## src/rtl/sync_toggle_rx_if.sv

```systemverilog
`default_nettype none
// +--------------------------------------------------------------------+
// | sync_toggle_rx_if: toggle inputs and pulse/status outputs          |
// | Rev 1.0                                                            |
// +--------------------------------------------------------------------+
interface sync_toggle_rx_if #(
  parameter int N = 4
);
  logic [N-1:0] t;
  logic         oe;
  logic         clr_ovf;
  logic [N-1:0] b;
  logic [N-1:0] pend;
  logic [N-1:0] ovf;

  modport master (output t, oe, clr_ovf, input b, pend, ovf);
  modport slave  (input t, oe, clr_ovf, output b, pend, ovf);
endinterface
`default_nettype wire

```

## src/rtl/sync_toggle_rx.sv

```systemverilog
`default_nettype none
// +--------------------------------------------------------------------+
// | sync_toggle_rx: multi-channel toggle-to-pulse receiver with replay |
// | Rev 1.0                                                            |
// +--------------------------------------------------------------------+
module sync_toggle_rx #(
  parameter int N      = 4,
  parameter int STAGES = 2,
  parameter int CW     = 3
) (
  input  logic             clk,
  input  logic             rst,
  sync_toggle_rx_if.slave  rx_if
);
  localparam int            PW         = $clog2(STAGES + 2);
  localparam logic [PW-1:0] PRIME_INIT = PW'(STAGES + 1);
  localparam logic [CW-1:0] CNT_MAX    = {CW{1'b1}};

  logic [STAGES-1:0][N-1:0] sync_q;
  logic [N-1:0]             hist_q;
  logic [PW-1:0]            prime_q;
  logic [PW-1:0]            prime_d;
  logic [CW-1:0]            cnt_q [N];
  logic [CW-1:0]            cnt_d [N];
  logic [N-1:0]             evt;
  logic [N-1:0]             take;
  logic [N-1:0]             b_q;
  logic [N-1:0]             pend_q;
  logic [N-1:0]             pend_d;
  logic [N-1:0]             ovf_q;
  logic [N-1:0]             ovf_d;

  assign prime_d = (prime_q != '0) ? prime_q - PW'(1) : prime_q;
  // Edges are ignored until the chain has flushed the reset-time level.
  assign evt     = (prime_q == '0) ? (sync_q[STAGES-1] ^ hist_q) : '0;

  always_comb begin
    take   = '0;
    pend_d = '0;
    ovf_d  = '0;
    for (int i = 0; i < N; i++) begin
      cnt_d[i] = cnt_q[i];
      take[i]  = rx_if.oe && ((cnt_q[i] != '0) || evt[i]);
      ovf_d[i] = ovf_q[i] && !rx_if.clr_ovf;
      if (evt[i] && !take[i]) begin
        if (cnt_q[i] == CNT_MAX) begin
          ovf_d[i] = 1'b1;
        end else begin
          cnt_d[i] = cnt_q[i] + CW'(1);
        end
      end else if (!evt[i] && take[i]) begin
        cnt_d[i] = cnt_q[i] - CW'(1);
      end
      pend_d[i] = (cnt_d[i] != '0);
    end
  end

  always_ff @(posedge clk) begin
    if (rst) begin
      sync_q  <= '0;
      hist_q  <= '0;
      prime_q <= PRIME_INIT;
      b_q     <= '0;
      pend_q  <= '0;
      ovf_q   <= '0;
      for (int i = 0; i < N; i++) begin
        cnt_q[i] <= '0;
      end
    end else begin
      sync_q  <= {sync_q[STAGES-2:0], rx_if.t};
      hist_q  <= sync_q[STAGES-1];
      prime_q <= prime_d;
      b_q     <= take;
      pend_q  <= pend_d;
      ovf_q   <= ovf_d;
      for (int i = 0; i < N; i++) begin
        cnt_q[i] <= cnt_d[i];
      end
    end
  end

  assign rx_if.b    = b_q;
  assign rx_if.pend = pend_q;
  assign rx_if.ovf  = ovf_q;
endmodule
`default_nettype wire
```

## src/flat_wrapper.sv

```systemverilog
// flat-port wrapper written by rule: the top's interface ports become plain ports
module sync_toggle_rx_flat 
#(
  parameter int N      = 4,
  parameter int STAGES = 2,
  parameter int CW     = 3
)
  (clk, rst, rx_if_t, rx_if_oe, rx_if_clr_ovf, rx_if_b, rx_if_pend, rx_if_ovf);
  sync_toggle_rx_if #(.N(N)) rx_if_i ();
  input  logic clk;
  input  logic rst;
  input wire logic [$bits(rx_if_i.t)-1:0] rx_if_t;
  input wire logic [$bits(rx_if_i.oe)-1:0] rx_if_oe;
  input wire logic [$bits(rx_if_i.clr_ovf)-1:0] rx_if_clr_ovf;
  output wire logic [$bits(rx_if_i.b)-1:0] rx_if_b;
  output wire logic [$bits(rx_if_i.pend)-1:0] rx_if_pend;
  output wire logic [$bits(rx_if_i.ovf)-1:0] rx_if_ovf;
  assign rx_if_i.t = rx_if_t;
  assign rx_if_i.oe = rx_if_oe;
  assign rx_if_i.clr_ovf = rx_if_clr_ovf;
  assign rx_if_b = rx_if_i.b;
  assign rx_if_pend = rx_if_i.pend;
  assign rx_if_ovf = rx_if_i.ovf;
  sync_toggle_rx #(.N(N), .STAGES(STAGES), .CW(CW)) u_core (.clk(clk), .rst(rst), .rx_if(rx_if_i));
endmodule
```

## config.mk

```make
export PLATFORM = sky130hd
export DESIGN_NAME = sync_toggle_rx_flat
export DESIGN_NICKNAME = d
export VERILOG_FILES = /design/src/rtl/sync_toggle_rx_if.sv /design/src/rtl/sync_toggle_rx.sv /design/src/flat_wrapper.sv
export SDC_FILE = /design/constraint.sdc
export NUM_CORES = 1
export LEC_CHECK = 0
export BUFFER_PORTS_ARGS = -buffer_cell sky130_fd_sc_hd__buf_4
export CAP_MARGIN = 25
export CORE_MARGIN = 2
export CORE_UTILIZATION = 50
export CTS_BUF_LIST = sky130_fd_sc_hd__clkbuf_4 sky130_fd_sc_hd__clkbuf_8 sky130_fd_sc_hd__clkbuf_16
export DETAILED_ROUTE_END_ITERATION = 6
export PLACE_DENSITY = 0.78
export SETUP_SLACK_MARGIN = 0.05
export SYNTH_ARGS = -nofsm -noshare
export SYNTH_HDL_FRONTEND = slang
export SYNTH_SLANG_ARGS = --single-unit
```

## constraint.sdc

```tcl
create_clock -name clk -period 5.5 [get_ports clk]
set_input_delay 1.1 -clock clk [delete_from_list [all_inputs] [get_ports clk]]
set_output_delay 1.1 -clock clk [all_outputs]
set_load 0.02 [all_outputs]
```

==> Word level (Yosys, flattened, before mapping) <==
Memory sizes are Yosys's and may differ from the RTL's.
Cells that the tools add are included.
{ "totals": {"reg_bits": 26, "ram_bits": 12, "inputBits": 8, "word_cells": 93, "output_inout_bits": 12, "memories": 1} }
{ "classes": {"n_eq_ne": 4, "n_reduce_logical": 39, "bitwise": 5, "addsub": 9, "mux": 28} }
{ "mem_list": {"columns": ["name", "words", "width", "rd", "rd_ports_with_merged_regs", "write_ports", "line", "source"], "rows": [
  ["u_core.cnt_q", 4, 3, 4, 0, 4, "sync_toggle_rx.sv:23", "logic [CW-1:0] cnt_q [N];"]
]} }
{ "op_table": {"columns": ["op", "n"], "rows": [
  ["two-way mux 3 bit", 16],
  ["nonzero test 3 bit", 8],
  ["logical AND 1 bit", 16],
  ["adder 3 x 1 -> 3 bit (second input constant)", 4],
  ["equality test 3 bit (second input constant)", 4],
  ["subtractor 3 x 1 -> 3 bit (second input constant)", 4],
  ["two-way mux 1 bit", 11],
  ["zero test 1 bit", 9],
  ["logical OR 1 bit", 4],
  ["two-way mux 4 bit", 1],
  ["bitwise OR 1 bit", 4],
  ["bitwise XOR 4 bit", 1],
  ["zero test 2 bit", 1],
  ["nonzero test 2 bit", 1],
  ["subtractor 2 x 1 -> 2 bit (second input constant)", 1]
]} }

==> Longest topological paths before layout <==
{ "logic_depth": {"depth_word": 8, "ltp_mapped": 7, "mapped_depth_nobuf": 7} }

==> Worst setup path before layout <==
Ideal clock, no wire load.
{ "synth_path": {"kind": "input port to flip-flop", "startpoint": "input port rx_if_oe", "endpoint": "register u_core.pend_q[0] (netlist: u_core.rx_if.pend[0])", "required_time_ns": 5.373, "arrival_ns": 2.252, "cell_stages": 5, "path_buffers": 0, "setup_slack_ns": 3.122, "setup_ns": 0.127, "path_cell_list": "nand2b_1 -> and2b_2 -> a21oi_2 -> mux2_4 -> or3_1"} }
{ "synth_via": {"elab_chain_len": 5, "elab_cells_between_ends": 7, "cone_classes": "mux: 2; reduce/logical: 5"} }
{ "synth_lines": {"columns": ["element", "line", "source"], "rows": [
  ["from (decl)", "flat_wrapper.sv:13", "input wire logic [$bits(rx_if_i.oe)-1:0] rx_if_oe;"],
  ["logical AND 1 bit *", "sync_toggle_rx.sv:43", "take[i] = rx_if.oe && ((cnt_q[i] != '0) || evt[i]);"],
  ["logical AND 1 bit or zero test 1 bit (tied branches)", "sync_toggle_rx.sv:51, sync_toggle_rx.sv:45", null],
  ["two-way mux 3 bit or logical AND 1 bit (tied branches)", "sync_toggle_rx.sv:51, sync_toggle_rx.sv:45", null],
  ["two-way mux 3 bit *", "sync_toggle_rx.sv:45", "if (evt[i] && !take[i]) begin"],
  ["nonzero test 3 bit *", "sync_toggle_rx.sv:54", "pend_d[i] = (cnt_d[i] != '0);"],
  ["to (signal assigned)", "sync_toggle_rx.sv:74", "pend_q <= pend_d;"],
  ["to (decl)", "sync_toggle_rx.sv:28", "logic [N-1:0] pend_q;"]
]} }
Every way passes the cells marked *; elsewhere a longest branch is shown, timed or not.
A chain may end at the register's enable or synchronous reset.

==> Final worst setup path <==
{ "layout_path": {"startpoint": "register u_core.prime_q[0]", "endpoint": "register u_core.pend_q[1] (netlist: u_core.rx_if.pend[1])"} }
{ "layout_via": {"elab_chain_len": 8, "elab_cells_between_ends": 11, "cone_classes": "mux: 3; reduce/logical: 8"} }
{ "layout_lines": {"columns": ["element", "line", "source"], "rows": [
  ["from (decl)", "sync_toggle_rx.sv:21", "logic [PW-1:0] prime_q;"],
  ["from (signal assigned)", "sync_toggle_rx.sv:72", "prime_q <= prime_d;"],
  ["zero test 2 bit *", "sync_toggle_rx.sv:35", "assign evt = (prime_q == '0) ? (sync_q[STAGES-1] ^ hist_q) : '0;"],
  ["two-way mux 4 bit *", "sync_toggle_rx.sv:35", null],
  ["logical OR 1 bit", "sync_toggle_rx.sv:43", null],
  ["logical AND 1 bit", "sync_toggle_rx.sv:43", null],
  ["logical AND 1 bit or zero test 1 bit (tied branches)", "sync_toggle_rx.sv:51, sync_toggle_rx.sv:45", null],
  ["two-way mux 3 bit or logical AND 1 bit (tied branches)", "sync_toggle_rx.sv:51, sync_toggle_rx.sv:45", null],
  ["two-way mux 3 bit *", "sync_toggle_rx.sv:45", null],
  ["nonzero test 3 bit *", "sync_toggle_rx.sv:54", null]
]} }
Marked as above.

==> flow_summary.ini <==
[die]
num_io_pins = 20
rows = 20
die_area_mm2 = 0.00382
die_w_um = 61.8
die_y_um = 61.8
coreArea_mm2 = 0.00313
start_util_pct = 53.4

[cts]
clk_pin_slew_ps = 100
cts_tree = done
cts_buffers = 5
cts_resized = 0
cts_buffer_depth = 2
clock-sinks = 38
hold_buffers = 0
cts-htree-levels = 2
clk-insertion-delay-late_ps = 340
postCtsSetupBuffers = 0
cts-root-buf = clkbuf_4

[global_route]
grt_use_met2_pct = 31.0
grt_overflow = 0
grtUsageMet1_pct = 20.1
antenna_found_initial = 0
grt.busiest_layer = met2
grt_pass1_wl_um = 4890
grt_max_degree = 33
grt_pass1_vias = 1164
grt_usage_pct = 18.0
globalRouteMet3Util_pct = 4.35

[timing]
hold_slack_ps = 447
rsz0062_at_grt = no
slew_violations = 0
period_needed_ps = 2360
fmax_mhz = 424
setup_viol = 0
finalHoldViolations = 0
tightest_slew_ps = 544
skew_ps = 4.36
fin_setup_tns_ps = 0
relSlewSlack_pct = 63.7
fin_crit_sh_pct = 42.9

[worst_setup_path]
start_kind = flop
crit_required_ps = 5730
cp_max_fo = 12
critPathKind = flop to flop
end_kind = flop
arrival_ps = 2580

[pwr]
power_density_mw_per_mm2 = 478
power_mw = 0.908
leakage_nw = 0.781
vdd.ir_drop.worst_mv = 0.223

[drt]
routedWlPerCell_um = 13.0
first_pass_iters = 4
drt-initial-drc-count = 46
vias_per_cell = 5.31
postRouteAntennaNets = 0
finalWirelength_um = 2980
drc = 0
vias = 1211

[finish]
fin_util_pct = 60.8
nets = 205
area_delta_synth_final_pct = 13.9
antennaDiodeCount = 0
final_area_mm2 = 0.00190
drive_above_1_share_pct = 19.6

[place]
placed_cell_area_mm2 = 0.00185
io_buffers = 19
gp_congestion = 0.839
hpwl_um = 2200

[outcome]
status = completed

[synth]
synth_seq_cells = 38
synth_cells = 162
yosysTopAreaCell = dfxtp_1
yosysWarningCount = 0
synthTopCellsByArea = dfxtp_1, ha_1, nor2b_1
synth_top_area_share_pct = 45.5
synth_area_mm2 = 0.00167
synth_area_per_cell_um2 = 10.3
syn-num-nets = 183
seq_area_frac_synth_pct = 45.5
synth_cell_types = 30

[hold_path]
worstHoldPathType = flop to flop

[flow_run]
max-cap-violations = 0
[report_power, final]
| group | leakage (nW) | total (mW) | internal, mW | switching [mW] |
|---|---|---|---|---|
| logic | 0.437 | 0.383 | 0.178 | 0.205 |
| registers | 0.312 | 0.384 | 0.344 | 0.0407 |
| clock network | 0.0322 | 0.141 | 0.0580 | 0.0827 |
| total | 0.781 | 0.908 | 0.580 | 0.329 |
[Yosys cell counts, drive strengths merged]
| master | instances |
|---|---|
| clkbuf | 3 |
| xnor2 | 3 |
| nand2 | 5 |
| a211oi | 9 |
| buf | 1 |
| nor2b | 16 |
| ha | 13 |
| nand2b | 3 |
| o21ai | 3 |
| nor2 | 9 |
| a32oi | 4 |
| a311oi | 4 |
| a221oi | 4 |
| nand4 | 1 |
| xor2 | 5 |
| a21oi | 11 |
| a211o | 3 |
| inv | 12 |
| or2 | 1 |
| dfxtp | 38 |
| and2b | 1 |
| o21a | 1 |
| mux2 | 1 |
| or3 | 7 |
| mux2i | 4 |
[per-layer routing]
| metal | share of wire [%] | wire length (um) |
|---|---|---|
| met5 | 0 | 0 |
| met2 | 50 | 1500 |
| met4 | 2.6 | 76 |
| met3 | 3.1 | 93 |
| met1 | 44 | 1310 |
[final timing paths]
check	depth (start not counted)	slack (ps)	endpoint	start
setup / recovery	7	3140	u_core.rx_if.pend[1]	u_core.prime_q[0]
hold / removal	1	450	u_core.sync_q[6]	u_core.sync_q[2]
setup reg to reg	7	3140	u_core.rx_if.pend[1]	u_core.prime_q[0]
hold reg to reg	1	450	u_core.sync_q[6]	u_core.sync_q[2]
[critical path, cell delays in order, from the launching register on]
cell and delay [ps]:
dfxtp_1 330, inv_1 60, ha_1 490, nand2b_1 300
a211oi_1 450, a211o_1 160, a21oi_1 70, or3_1 390
[through the flow]
step	worst slack, ps	instances
detailed placement	2830	221
finish	3140	228
floorplan	3120	162
CTS	3120	228
global placement	2930	221
global route	2930	228
[cells in the final DEF, fill, tap and decap left out, types with 3 or more instances in the layout]
cell type,instances
dfxtp_1,38
buf_4,19
nor2b_1,16
ha_1,13
inv_1,12
a21oi_1,10
nor2_1,9
or3_1,7
clkbuf_4,7
a211oi_1,5
nand2_1,5
mux2i_1,4
xor2_1,4
a311oi_1,4
a32oi_1,4
a211oi_2,3
xnor2_1,3
nand2b_1,3
a221oi_1,3
a211o_1,3
o21ai_0,3
[cell type report]
cell class                 count  area [um2]
sequential                    38         761
timing repair buffer          19         143
clock buffer                   7        52.6
inverter                      12        45.0
fill                         295        1230
multi-input combinational    108         846
tap                           44        55.1
[cell families after synthesis]
family / synth area share (%)
XOR/XNOR: 4.64
multiplexers: 3.30
AND/OR/NAND/NOR: 14.2
adder cells (fa/ha/maj): 9.74
flip-flops: 45.5
AO/OA/AOI/OAI: 18.8
buffers and inverters: 3.82
[registers in the layout, indices dropped and copies added (netlist names)]
name	flops
u_core.rx_if.ovf	4
u_core.hist_q	4
u_core.prime_q	2
u_core.sync_q	8
u_core.rx_if.pend	4
u_core.cnt_q	12
u_core.rx_if.b	4
Note: power is estimated with default switching activity, not from simulation.
